**src/rtl/vpe_pkg.sv**
```systemverilog
// Shared constants and FSM encoding for the VPE bias fetch path.
package vpe_pkg;
  localparam int VPE_BIAS_W     = 64;
  localparam int VPE_ADDR_W     = 8;
  localparam int VPE_ROM_LAT    = 2;
  localparam int VPE_FIFO_DEPTH = 4;

  typedef enum logic [1:0] {
    ST_IDLE  = 2'd0,
    ST_FETCH = 2'd1,
    ST_DRAIN = 2'd2,
    ST_DONE  = 2'd3
  } state_t;
endpackage

```
**src/rtl/vpe_bias_skid_fifo.sv**
```systemverilog
// Small sync FIFO that absorbs ROM returns; push+pop when empty passes the word straight through.
module vpe_bias_skid_fifo #(
  parameter int W     = 65,
  parameter int DEPTH = 4,
  localparam int PTR_W = (DEPTH > 1) ? $clog2(DEPTH) : 1,
  localparam int OCC_W = $clog2(DEPTH + 1)
) (
  input  logic             clk,
  input  logic             rst,
  input  logic             push,
  input  logic [W-1:0]     wr_data,
  input  logic             pop,
  output logic [W-1:0]     rd_data,
  output logic             full,
  output logic             empty,
  output logic [OCC_W-1:0] occ
);
  logic [DEPTH-1:0][W-1:0] mem;
  logic [PTR_W-1:0]        wptr, rptr;
  logic [OCC_W-1:0]        cnt;
  logic                    pass, wr_en, rd_en;

  function automatic logic [PTR_W-1:0] ptr_inc(input logic [PTR_W-1:0] p);
    return (p == PTR_W'(DEPTH - 1)) ? '0 : p + PTR_W'(1);
  endfunction

  always_comb begin
    full    = (cnt == OCC_W'(DEPTH));
    empty   = (cnt == '0);
    occ     = cnt;
    pass    = push && pop && empty;
    wr_en   = push && !pass && (!full || pop);
    rd_en   = pop && !empty;
    rd_data = empty ? wr_data : mem[rptr];
  end

  always_ff @(posedge clk or negedge rst) begin
    if (!rst) begin
      wptr <= '0;
      rptr <= '0;
      cnt  <= '0;
    end else begin
      if (wr_en) wptr <= ptr_inc(wptr);
      if (rd_en) rptr <= ptr_inc(rptr);
      cnt <= cnt + OCC_W'(wr_en) - OCC_W'(rd_en);
    end
  end

  // Storage needs no reset: it is only visible when the FIFO is non-empty.
  always_ff @(posedge clk) begin
    if (wr_en) mem[wptr] <= wr_data;
  end
endmodule

```
**src/rtl/vpe_bias_fetch_ctrl.sv**
```systemverilog
// Streams a (base, count) run of bias ROM words to the VPE; credits cover ROM latency so no word drops.
module vpe_bias_fetch_ctrl
  import vpe_pkg::*;
#(
  parameter int BIAS_W     = VPE_BIAS_W,
  parameter int ADDR_W     = VPE_ADDR_W,
  parameter int ROM_LAT    = VPE_ROM_LAT,
  parameter int FIFO_DEPTH = VPE_FIFO_DEPTH
) (
  input  logic              clk,
  input  logic              rst,
  input  logic              cmd_valid,
  output logic              cmd_ready,
  input  logic [ADDR_W-1:0] cmd_base,
  input  logic [ADDR_W:0]   cmd_count,
  output logic              rom_rd_valid,
  output logic [ADDR_W-1:0] rom_raddr,
  input  logic [BIAS_W-1:0] rom_data,
  output logic              bias_valid,
  input  logic              bias_ready,
  output logic [BIAS_W-1:0] bias_data,
  output logic              bias_last,
  output logic              busy,
  output logic              done
);
  localparam int IF_W  = $clog2(ROM_LAT + 1);
  localparam int OCC_W = $clog2(FIFO_DEPTH + 1);
  localparam int SUM_W = ((IF_W > OCC_W) ? IF_W : OCC_W) + 1;

  state_t              state, state_nxt;
  logic [ADDR_W-1:0]   base_q;
  logic [ADDR_W:0]     count_q, issued, accepted;
  logic [IF_W-1:0]     in_flight;
  logic [ROM_LAT-1:0]  vld_pipe, last_pipe;
  logic [SUM_W-1:0]    credit_used;
  logic [OCC_W-1:0]    occ;
  logic [BIAS_W:0]     fifo_head;
  logic [BIAS_W-1:0]   head_data;
  logic                head_last;
  logic                cmd_fire, rd_issue, issue_last, push, pop, full, empty;

  always_comb begin
    cmd_ready    = (state == ST_IDLE);
    busy         = (state != ST_IDLE);
    done         = (state == ST_DONE);
    cmd_fire     = cmd_valid && cmd_ready;
    push         = vld_pipe[ROM_LAT-1];
    head_data    = fifo_head[BIAS_W-1:0];
    head_last    = fifo_head[BIAS_W];
    bias_valid   = !empty;
    bias_data    = bias_valid ? head_data : '0;
    bias_last    = bias_valid && head_last;
    pop          = bias_valid && bias_ready;
    // Reads still in the ROM pipe count against FIFO space until they land.
    credit_used  = SUM_W'(in_flight) + SUM_W'(occ);
    issue_last   = (issued == count_q - (ADDR_W + 1)'(1));
    rd_issue     = (state == ST_FETCH) && (issued < count_q) &&
                   (credit_used < SUM_W'(FIFO_DEPTH));
    rom_rd_valid = rd_issue;
    rom_raddr    = base_q + issued[ADDR_W-1:0];
  end

  always_comb begin
    state_nxt = state;
    case (state)
      ST_IDLE:  if (cmd_fire) state_nxt = (cmd_count == '0) ? ST_DONE : ST_FETCH;
      ST_FETCH: if (rd_issue && issue_last) state_nxt = ST_DRAIN;
      ST_DRAIN: if (pop && head_last) state_nxt = ST_DONE;
      ST_DONE:  state_nxt = ST_IDLE;
      default:  state_nxt = ST_IDLE;
    endcase
  end

  always_ff @(posedge clk or negedge rst) begin
    if (!rst) begin
      state     <= ST_IDLE;
      base_q    <= '0;
      count_q   <= '0;
      issued    <= '0;
      accepted  <= '0;
      in_flight <= '0;
      vld_pipe  <= '0;
      last_pipe <= '0;
    end else begin
      state <= state_nxt;
      if (cmd_fire) begin
        base_q   <= cmd_base;
        count_q  <= cmd_count;
        issued   <= '0;
        accepted <= '0;
      end else begin
        if (rd_issue) issued   <= issued + (ADDR_W + 1)'(1);
        if (pop)      accepted <= accepted + (ADDR_W + 1)'(1);
      end
      in_flight   <= in_flight + IF_W'(rd_issue) - IF_W'(push);
      vld_pipe[0]  <= rd_issue;
      last_pipe[0] <= rd_issue && issue_last;
      for (int i = 1; i < ROM_LAT; i++) begin
        vld_pipe[i]  <= vld_pipe[i-1];
        last_pipe[i] <= last_pipe[i-1];
      end
    end
  end

  vpe_bias_skid_fifo #(
    .W     (BIAS_W + 1),
    .DEPTH (FIFO_DEPTH)
  ) u_fifo (
    .clk     (clk),
    .rst     (rst),
    .push    (push),
    .wr_data ({last_pipe[ROM_LAT-1], rom_data}),
    .pop     (pop),
    .rd_data (fifo_head),
    .full    (full),
    .empty   (empty),
    .occ     (occ)
  );

  a_no_overflow: assert property (@(posedge clk) disable iff (!rst) !(push && full));
  a_last_index:  assert property (@(posedge clk) disable iff (!rst)
                   pop |-> (head_last == (accepted == count_q - (ADDR_W + 1)'(1))));
endmodule

```
**config.mk**
```make
export PLATFORM = sky130hd
export DESIGN_NAME = vpe_bias_fetch_ctrl
export DESIGN_NICKNAME = d
export VERILOG_FILES = /design/src/rtl/vpe_pkg.sv /design/src/rtl/vpe_bias_skid_fifo.sv /design/src/rtl/vpe_bias_fetch_ctrl.sv
export SDC_FILE = /design/constraint.sdc
export NUM_CORES = 1
export LEC_CHECK = 0
export CAP_MARGIN = 20
export CORE_UTILIZATION = 59
export DETAILED_ROUTE_END_ITERATION = 6
export GPL_TIMING_DRIVEN = 0
export PLACE_DENSITY = 0.84
export SYNTH_ARGS = -nofsm -noshare
export SYNTH_HDL_FRONTEND = slang
export SYNTH_SLANG_ARGS = --single-unit
```
**constraint.sdc**
```tcl
create_clock -name clk -period 4.45 [get_ports clk]
set_clock_uncertainty 0.2 [all_clocks]
set_input_delay 0.6675 -clock clk [delete_from_list [all_inputs] [get_ports clk]]
set_output_delay 0.6675 -clock clk [all_outputs]
set_load 0.05 [all_outputs]
```
==> out/metrics.csv, run 1 <==
stage;metric;value;unit
outcome;status;complete, no violations;
clock_tree;Num CTS Buffers;29;
cells_and_area;Filler cells;1111;
synth;Post-synth ARST share;0.136;
floorplanning;Starting Density;0.611;
route;Starting DRT DRC Count;471;
sta;worst-case headroom to the max-slew limit;0.355;
hold_path;Hold WC Path Type;primary input to async pin;
flow_run;Max Cap Viol;0;
worst_setup_path;worst endpoint data arrival time;3.25;ns
synth;largest cells by area after synthesis;edfxtp_1 62%, mux4_2 12%, dfrtp_1 8.2%;
route;routed len/inst;22.1;um
floorplanning;core area;20500;um^2
route;Post-DRT Antenna Nets;0;
sta;RSZ-0062 raised after global routing;no;
synth;Synth area leader;edfxtp_1;
sta;post-route clock period utilization;0.925;
placement;Place WS;0.625;ns
cells_and_area;Final nets;1011;
synth;number of synthesized register bits;301;
synth;synthesis warning total;0;
placement;final RePlAce weighted congestion;0.905;
worst_setup_path;CP Data Required Time;3.58;ns
sta;Final setup viols;0;
sta;Worst Slack Setup Final;0.334;ns
worst_setup_path;crit start category;flop;
sta;Worst-Margin Slew;0.968;ns
worst_setup_path;R2R Setup Slk;1.56;ns
clock_tree;clock-pin slew on the worst setup and hold paths;0.07;ns
synth;Post-synth EDFFs;260;
placement;hpwl dp;16500;um
floorplanning;Top-Level Pins;163;
clock_tree;H-tree levels;1;
synth;Mapped Area;12500;um^2
power;pwr/cell area;736;nW/um^2
power;Leak Pwr;5.47;nW
cells_and_area;area growth from synthesis to layout;24.1;%
clock_tree;CTS tree;built;
worst_setup_path;CP max FO;6;
cells_and_area;share of post-route cells with drive strength above 1;0.155;
route;DR vias/cell;5.85;
sta;fmax;0.243;GHz
worst_setup_path;reg2reg start;count_q[6];
clock_tree;# clock sinks;301;
global_route;largest net degree at the start of global routing;61;
worst_setup_path;Crit. End Element;output port;
synth;synth unique cells;50;
synth;Yosys top cell area share;0.624;
route;router iterations before antenna repair;5;
worst_setup_path;critical path class;flop to output port;
clock_tree;root buffer cell;clkbuf_16;
synth;Syn Nets;814;
synth;sequential cell area fraction in the yosys report;0.706;
route;DRC errors left;0;
global_route;gr ovfl total;0;
worst_setup_path;worst r2r dst;in_flight[1];
floorplanning;row cnt;52;
route;Total Wirelength;26200;um
sta;Final Hold Viols;0;
route;via count;6922;
worst_setup_path;worst reg2reg path depth;9;
clock_tree;Clock Path Buffers;3;
cells_and_area;final core utilization;0.758;
placement;port buffer count;162;
synth;count leader, synth;edfxtp_1;
global_route;all-layer global routing usage;0.249;
sta;crit path time final;4.12;ns
floorplanning;die area;21800;um^2
floorplanning;die height;148;um
global_route;initial antenna violation count;0;
synth;cell count after synthesis;695;
synth;ys flop type;edfxtp_1;
global_route;first-pass GRT wire length;40700;um
floorplanning;chip width;148;um
power;Max VDD drop;0.000667;V
sta;Final Max Slew Viols;0;
global_route;vias in the first global route;7412;
clock_tree;Skew-Pair Late Insertion Delay;0.53;ns
cells_and_area;antenna cells;0;
synth;Mean Syn Cell Area;18.0;um^2
synth;commonest cells in the netlist;260 x edfxtp_1, 74 x and2_1, 65 x mux4_2;
==> how the worst max path moves through the flow <==
stage	start	endpoint	depth (start not counted)
finish	issued[1]	rom_raddr[7]	8
global route	issued[1]	rom_raddr[7]	8
floorplan	issued[0]	rom_raddr[6]	9
CTS	count_q[6]	rom_rd_valid	7
detailed placement	count_q[6]	rom_rd_valid	7
global placement	bias_ready	u_fifo.mem[225]	3
==> sequential cells by signal, indices dropped and copies added, names as in the netlist <==
signal and cells:
u_fifo.wptr 2, u_fifo.mem 260, u_fifo.rptr 2, issued 9, count_q 9, last_pipe 2
state 2, vld_pipe 2, base_q 8, in_flight 2, u_fifo.occ 3
==> metrics by stage <==
stage	cell area [um^2]	total power [mW]	cells	hold slack [ns]	setup TNS [ns]
after CTS	15500	11.5	1184	0.114	0
after detailed placement	14600	9.04	1131	0.137	0
after floorplan	12500	7.37	695	0.131	0
after global routing	15500	11.9	1184	0.156	0
after global placement	14500	8.86	1127	0.133	-82.99
final	15500	11.4	1184	0.0933	0
==> logic make-up (layout without fill, tap and decap cells) <==
family	Yosys count	count (layout)	share of synthesized area
flip-flops	301	301	0.706
AO/OA/AOI/OAI	41	41	0.0234
buffers and inverters	56	275	0.0187
XOR/XNOR	27	27	0.0189
AND/OR/NAND/NOR	159	159	0.0705
multiplexers	77	77	0.127
adder cells (fa/ha/maj)	34	34	0.0352
==> where the power goes <==
part / switching [mW] / leakage (nW) / internal (mW)
clock network: 0.991 / 0.451 / 1.42
registers: 0.180 / 2.87 / 3.44
logic: 3.32 / 2.16 / 2.07
==> per-layer routing <==
layer | part of all wire | track usage | up-vias
li1 | - | - | 3069
met1 | 0.38 | 0.316 | 3544
met2 | 0.53 | 0.449 | 268
met3 | 0.062 | 0.0355 | 41
met4 | 0.021 | 0.0686 | 0
met5 | 0 | 0 | -
==> area by class of cell <==
class | count | area [um^2] | area share
flip-flops and latches | 301 | 8830 | 0.569
multi-input cells | 338 | 3460 | 0.223
repair buffers | 166 | 1730 | 0.111
clock buffers | 34 | 744 | 0.0479
well taps | 270 | 338 | 0.0218
clock inverters | 19 | 191 | 0.0123
plain buffers | 27 | 125 | 0.00806
inverters | 29 | 109 | 0.00701
==> cell usage in the layout, fill, tap and decap left out, types with 17 or more instances in the layout <==
master / synthesis / layout
and2_1: 74 / 70
edfxtp_1: 260 / 260
clkbuf_1: 12 / 17
nor2_1: 27 / 27
dfrtp_1: 41 / 41
clkdlybuf4s50_1: 0 / 160
mux4_2: 65 / 65
inv_1: 29 / 29
o21ai_0: 17 / 17
ha_1: 32 / 32
clkbuf_16: 0 / 29
nand2_1: 19 / 19
==> worst max-delay path: stages, from the launching register on <==
cell             delay (ns)
dfrtp_1                0.46
ha_1                   0.30
a21o_1                 0.17
a21oi_1                0.21
nand2b_1               0.14
a21boi_0               0.12
o41ai_1                0.32
xnor2_1                0.17
clkdlybuf4s50_1        0.82
==> timing repair <==
action / 4_1_cts / 5_1_grt
hold endpoints to repair: 0 / 0
setup buffers: 0 / 0
hold buffers: 0 / 0
gates resized for setup: 0 / 2
setup endpoints to repair: 0 / 1
Power figures use the tool's default switching activity.
==> run 2: changes to the inputs <==
- PLACE_DENSITY: 0.84 -> 0.93
- SLEW_MARGIN: default -> 20
- TNS_END_PERCENT: default -> 100
==> out/metrics.csv, run 2 (synthesis gave the netlist of run 1 again) <==
stage;metric;value;unit;change
outcome;status;complete, no violations;;
floorplanning;Starting Density;0.611;;unchanged
flow_run;Max Cap Viol;0;;unchanged
clock_tree;# clock sinks;301;;unchanged
route;DRC errors left;0;;unchanged
global_route;all-layer global routing usage;0.261;;+0.0124
clock_tree;H-tree levels;1;;unchanged
sta;crit path time final;4.14;ns;+0.0259 ns
global_route;gr ovfl total;0;;unchanged
power;sw power;4.55;mW;+1.4%
power;Max VDD drop;0.000432;V;-35%
placement;port buffer count;162;;unchanged
worst_setup_path;CP max FO;6;;unchanged
route;Post-DRT Antenna Nets;0;;unchanged
cells_and_area;share of post-route cells with drive strength above 1;0.157;;+0.00202
cells_and_area;FF+latch area;8830;um^2;unchanged
placement;hpwl dp;16900;um;+2.1%
global_route;vias in the first global route;7576;;+2.2%
cells_and_area;max reg flops;260;;unchanged
sta;worst-case headroom to the max-slew limit;0.515;;+0.160
clock_tree;Num CTS Buffers;30;;+3.4%
power;Sw Share;0.402;;+0.00876
clock_tree;clock-pin slew on the worst setup and hold paths;0.07;ns;about the same
clock_tree;Skew-Pair Late Insertion Delay;0.54;ns;about the same
clock_tree;Post-CTS Setup Inserts;0;;unchanged
cells_and_area;Most flops, register;u_fifo.mem;;
route;Total Wirelength;27800;um;+6.1%
placement;final RePlAce weighted congestion;0.842;;-6.9%
sta;Worst-Margin Slew;0.728;ns;-0.240 ns
cells_and_area;Finished Cell Area;15500;um^2;-0.29%
power;Clock Power Share;0.203;;-0.008
placement;placed insts;1132;;+0.088%
route;Starting DRT DRC Count;490;;+4.0%
floorplanning;die height;148;um;unchanged
floorplanning;die area;21800;um^2;unchanged
cells_and_area;Filler cells;1126;;+1.4%
cells_and_area;Top Registers;u_fifo.mem: 260 flops, count_q: 9 flops, issued: 9 flops;;
worst_setup_path;worst endpoint data arrival time;3.27;ns;+0.02 ns
cells_and_area;Final nets;1014;;+0.30%
power;Internal Power;6.78;mW;-2.2%
power;pwr/cell area;732;nW/um^2;-0.49%
cells_and_area;area growth from synthesis to layout;23.7;%;
route;routed len/inst;23.4;um;+5.9%
worst_setup_path;Crit. End Element;output port;;
floorplanning;row cnt;52;;unchanged
floorplanning;chip width;148;um;unchanged
sta;Final TNS setup;0;ns;unchanged
cells_and_area;most common cell after layout, fill and taps aside;edfxtp_1;;
cells_and_area;most frequent cells in the layout;260 x edfxtp_1, 160 x clkdlybuf4s50_1, 70 x and2_1, 65 x mux4_2, 41 x dfrtp_1;;
sta;Worst Slack Setup Final;0.308;ns;-0.0259 ns
worst_setup_path;CP Data Required Time;3.58;ns;about the same
route;DR vias/cell;5.98;;+2.2%
floorplanning;core area;20500;um^2;unchanged
cells_and_area;multi-input logic area;3460;um^2;-0.11%
placement;Place WS;0.653;ns;+0.0287 ns
hold_path;Hold WC Path Type;flop to flop;;
clock_tree;Clock Path Buffers;3;;unchanged
power;Leak Pwr;5.46;nW;-0.18%
sta;RSZ-0062 raised after global routing;no;;
power;combinational power share;0.476;;+0.004
clock_tree;CTS tree;built;;
sta;fmax;0.241;GHz;-0.63%
floorplanning;Top-Level Pins;163;;unchanged
placement;Placed Area;14600;um^2;about the same
sta;Final setup viols;0;;unchanged
sta;Final Hold Viols;0;;unchanged
global_route;largest net degree at the start of global routing;50;;-18%
clock_tree;root buffer cell;clkbuf_16;;
cells_and_area;Layout Cells excl Fill;1186;;+0.17%
route;via count;7089;;+2.4%
worst_setup_path;crit start category;flop;;
sta;post-route clock period utilization;0.931;;+0.00582
global_route;initial antenna violation count;4;;+4
power;Seq pwr share;0.321;;+0.004
route;router iterations before antenna repair;5;;unchanged
worst_setup_path;critical path class;flop to output port;;
global_route;first-pass GRT wire length;42500;um;+4.6%
sta;worst hold slack;0.147;ns;+0.0533 ns
sta;Final Max Slew Viols;0;;unchanged
==> run 2: changes by cell type in the layout (fill, tap and decap cells not counted) <==
cell | before | now
buf_12 | 0 | 4
bufinv_16 | 4 | 0
buf_16 | 4 | 1
clkinv_1 | 7 | 4
clkinv_2 | 5 | 8
clkbuf_16 | 29 | 31
a21oi_1 | 5 | 6
a21oi_2 | 1 | 0
clkinvlp_2 | 1 | 0
diode_2 | 0 | 1
dlygate4sd3_1 | 0 | 1
inv_6 | 0 | 1
inv_8 | 0 | 1
==> run 2: final timing paths <==
path	startpoint	endpoint	slack [ns]	cells after the start
max	issued[1]	rom_raddr[7]	0.31	8
min	last_pipe[0]	last_pipe[1]	0.15	0
max reg2reg	issued[6]	in_flight[1]	1.58	8
min in group asynchronous	rst	base_q[4]	0.35	2
max in group asynchronous	rst	in_flight[1]	3.22	3
min reg2reg	last_pipe[0]	last_pipe[1]	0.15	0
==> run 2: power by group through the flow <==
stage | combinational (mW) | sequential, mW | clock [mW]
after floorplan | 3.74 | 3.63 | 0
after global placement | 5.18 | 3.68 | 0
after detailed placement | 5.34 | 3.68 | 0
after CTS | 5.43 | 3.64 | 2.32
after global routing | 5.67 | 3.67 | 2.42
final | 5.40 | 3.64 | 2.30
==> run 2: final cells by class <==
type,instances,share of cell area
antenna,1,0.000162
buffer,27,0.00808
clock buffer,36,0.0513
clock inverter,16,0.00582
inverter,29,0.00703
multi-input combinational,338,0.223
sequential,301,0.570
tap,270,0.0218
timing repair buffer,168,0.112
==> run 2: repair_timing <==
item	in CTS	in global routing
resized for setup	0	1
endpoints found under the setup margin	0	1
hold buffers	1	0
hold endpoints to repair	10	0
==> run 2: critical path, cell delays in order (launching register included) <==
cell             delay, ns
dfrtp_1               0.46
ha_1                  0.30
a21o_1                0.18
a21oi_1               0.19
nand2b_1              0.13
a21boi_0              0.13
o41ai_1               0.37
xnor2_1               0.17
clkdlybuf4s50_1       0.82
==> run 2: stage by stage <==
step | utilization | total power, mW
CTS | 0.755 | 11.4
finish | 0.756 | 11.3
floorplan | - | 7.37
global placement | 0.706 | 8.85
global route | 0.756 | 11.8
detailed placement | 0.712 | 9.02
==> run 2: routing by layer <==
layer / GRT usage / part of all wire
met5: 0 / 0.0011
met4: 0.0933 / 0.029
met3: 0.0549 / 0.074
met2: 0.458 / 0.52
met1: 0.322 / 0.38
==> run 3: changes to the inputs <==
- ABC_AREA: default -> 1
- CORE_UTILIZATION: 59 -> 60
- PLACE_DENSITY: 0.93 -> 0.94
==> out/metrics.csv, run 3 <==
stage;metric;value;unit;change
outcome;status;complete, no violations;;
route;router iterations before antenna repair;5;;unchanged
worst_setup_path;R2R Setup Slk;2.01;ns;+0.43 ns
sta;worst-case headroom to the max-slew limit;0.421;;-0.0940
global_route;all-layer global routing usage;0.285;;+0.0237
clock_tree;# clock sinks;301;;unchanged
synth;synthesis warning total;0;;unchanged
worst_setup_path;CP max stage cell;clkdlybuf4s50_1;;
sta;Worst-Margin Slew;0.867;ns;+0.139 ns
worst_setup_path;Critical Path End;bias_data[44];;
worst_setup_path;critical path startpoint;u_fifo.rptr[0];;
synth;Post-synth ARST share;0.136;;unchanged
sta;worst hold slack;0.148;ns;+0.00150 ns
route;DR vias/cell;5.72;;-4.4%
route;Post-DRT Antenna Nets;0;;unchanged
power;Sw Share;0.458;;+0.0566
worst_setup_path;crit path cell chain;buf_6 > buf_2 > buf_2 > nor2_1 > nor2_1 > o21ai_0 > a21oi_1 > clkdlybuf4s50_1;;
worst_setup_path;worst r2r dst;u_fifo.occ[2];;
worst_setup_path;crit path buf inv count;4;;+3
synth;ys flop type;edfxtp_1;;
synth;Post-synth EDFFs;260;;unchanged
worst_setup_path;Worst path depth;8;;unchanged
global_route;gr ovfl total;0;;unchanged
power;Leak Pwr;5.96;nW;+9.1%
worst_setup_path;crit start category;flop;;
synth;Syn Nets;1255;;+54%
power;sw power;5.73;mW;+26%
sta;post-route clock period utilization;0.904;;-0.0269
synth;Yosys top cell area share;0.607;;-0.0170
sta;crit path time final;4.02;ns;-0.120 ns
worst_setup_path;CP Data Required Time;3.58;ns;about the same
worst_setup_path;worst reg2reg path depth;9;;+1
global_route;vias in the first global route;9137;;+21%
route;via count;9379;;+32%
placement;final RePlAce weighted congestion;0.856;;+1.6%
cells_and_area;final core utilization;0.762;;+0.00636
sta;Final Hold Viols;0;;unchanged
cells_and_area;most frequent cells in the layout;289 x nor2_1, 260 x edfxtp_1, 161 x clkdlybuf4s50_1, 146 x o21ai_0, 91 x nand2_1;;
floorplanning;chip width;148;um;+0.54%
flow_run;Max Cap Viol;0;;unchanged
synth;Mean Syn Cell Area;11.3;um^2;-37%
floorplanning;die height;148;um;+0.54%
synth;synth unique cells;38;;-24%
power;Seq pwr share;0.297;;-0.024
synth;sequential cell area fraction in the yosys report;0.687;;-0.0193
clock_tree;Skew-Pair Late Insertion Delay;0.56;ns;+0.02 ns
sta;Final Max Slew Viols;0;;unchanged
power;combinational power share;0.521;;+0.045
sta;fmax;0.249;GHz;+3.0%
global_route;first-pass GRT wire length;47600;um;+12%
cells_and_area;area growth from synthesis to layout;24.5;%;
floorplanning;Starting Density;0.612;;+0.00142
power;Internal Power;6.78;mW;about the same
synth;number of synthesized register bits;301;;unchanged
global_route;largest net degree at the start of global routing;26;;-48%
power;pwr/cell area;781;nW/um^2;+6.7%
route;Total Wirelength;31200;um;+12%
sta;RSZ-0062 raised after global routing;no;;
synth;largest cells by area after synthesis;edfxtp_1 61%, nor2_1 8.5%, dfrtp_1 8.0%;;
worst_setup_path;Crit. End Element;output port;;
route;Starting DRT DRC Count;872;;+78%
floorplanning;row cnt;53;;+1.9%
cells_and_area;most common cell after layout, fill and taps aside;nor2_1;;
sta;Final TNS setup;0;ns;unchanged
worst_setup_path;critical path class;flop to output port;;
clock_tree;CTS tree;built;;
synth;Mapped Area;12900;um^2;+2.8%
cells_and_area;max reg flops;260;;unchanged
worst_setup_path;critical path's largest stage delay;0.85;ns;+0.03 ns
power;Clock Power Share;0.182;;-0.021
power;Max VDD drop;0.000657;V;+52%
worst_setup_path;reg2reg start;u_fifo.occ[1];;
synth;Synth area leader;edfxtp_1;;
route;DRC errors left;0;;unchanged
route;routed len/inst;19.0;um;-19%
clock_tree;H-tree levels;1;;unchanged
floorplanning;die area;22000;um^2;+1.1%
placement;hpwl dp;19500;um;+15%
synth;count leader, synth;nor2_1;;
global_route;initial antenna violation count;2;;-2
cells_and_area;Filler cells;1199;;+6.5%
cells_and_area;Final nets;1460;;+44%
worst_setup_path;CP top delay family;buffers and inverters;;
clock_tree;root buffer cell;clkbuf_16;;
cells_and_area;Most flops, register;u_fifo.mem;;
clock_tree;Clock Path Buffers;3;;unchanged
synth;cell count after synthesis;1136;;+63%
floorplanning;core area;21000;um^2;+2.6%
cells_and_area;share of post-route cells with drive strength above 1;0.0726;;-0.0847
hold_path;Hold WC Path Type;flop to flop;;
synth;commonest cells in the netlist;293 x nor2_1, 260 x edfxtp_1, 146 x o21ai_0;;
floorplanning;Top-Level Pins;163;;unchanged
cells_and_area;Top Registers;u_fifo.mem: 260 flops, count_q: 9 flops, issued: 9 flops;;
clock_tree;clock-pin slew on the worst setup and hold paths;0.06;ns;about the same
clock_tree;Num CTS Buffers;29;;-3.3%
worst_setup_path;worst endpoint data arrival time;3.15;ns;-0.12 ns
placement;port buffer count;162;;unchanged
worst_setup_path;CP max FO;10;;+4
sta;Final setup viols;0;;unchanged
[run 3: cell types whose count changed after synthesis, moves of 14 or more]
| cell | delta |
|---|---|
| o21ai_0 | +129 |
| a21oi_1 | +68 |
| nor2_1 | +266 |
| nand3_1 | +14 |
| mux4_2 | -65 |
| nand2_1 | +72 |
| inv_1 | +35 |
| and2_1 | -73 |
[run 3: kinds of logic (layout without fill, tap and decap cells)]
family | Yosys count | in the layout | synth area share
xor gates and xnor gates | 14 | 14 | 0.0109
adders and majority gates | 34 | 34 | 0.0342
and+or+nand+nor | 432 | 432 | 0.135
other | 0 | 3 | 0
DFF | 301 | 301 | 0.687
AOI/OAI and AO/OA | 233 | 233 | 0.0937
buffers and inverters | 122 | 349 | 0.0392
[run 3: power groups by stage]
stage | registers [mW] | logic (mW) | clock network (mW)
finish | 3.71 | 6.51 | 2.28
global route | 3.75 | 6.93 | 2.39
detailed placement | 3.76 | 6.42 | 0
floorplan | 3.73 | 4.29 | 0
CTS | 3.71 | 6.50 | 2.30
global placement | 3.79 | 6.13 | 0
[run 3: repair_timing]
action                                 CTS  global route
endpoints found under the hold margin   18             0
resized for setup                        0             0
hold buffers                             1             0
buffers inserted                         0             0
[run 3: cell type report]
class,instances,area (um^2),share of cell area
diodes,3,7.51,0.000469
plain buffers,54,244,0.0152
clock buffers,35,748,0.0467
clock inverters,18,123,0.00766
inverters,68,260,0.0162
multi-input cells,713,3560,0.222
flip-flops and latches,301,8830,0.551
well taps,275,344,0.0215
repair buffers,174,1900,0.119
[run 3: per-layer routing]
layer / track usage / vias up / part of all wire
li1: - / 4311 / -
met1: 0.356 / 4444 / 0.37
met2: 0.504 / 546 / 0.52
met3: 0.0408 / 78 / 0.086
met4: 0.107 / 0 / 0.028
met5: 0 / - / 0
[run 3: stage by stage]
stage                     power (mW)  std cells  area [um^2]  worst slack (ns)
after floorplan                 8.02       1136        12900             0.291
after global placement          9.92       1573        14800             -2.23
after detailed placement        10.2       1584        15100              1.07
after CTS                       12.5       1638        16000             0.451
after global routing            13.1       1639        16000             0.280
final                           12.5       1641        16000             0.428
[run 3: how the worst min path moves through the flow]
stage,startpoint,to,slack (ns),cells past startpoint
floorplan,last_pipe[0],last_pipe[1],0.13,0
global placement,vld_pipe[0],vld_pipe[1],0.13,0
detailed placement,last_pipe[0],last_pipe[1],0.13,0
CTS,last_pipe[0],last_pipe[1],0.15,0
global route,last_pipe[0],last_pipe[1],0.17,0
finish,last_pipe[0],last_pipe[1],0.15,0
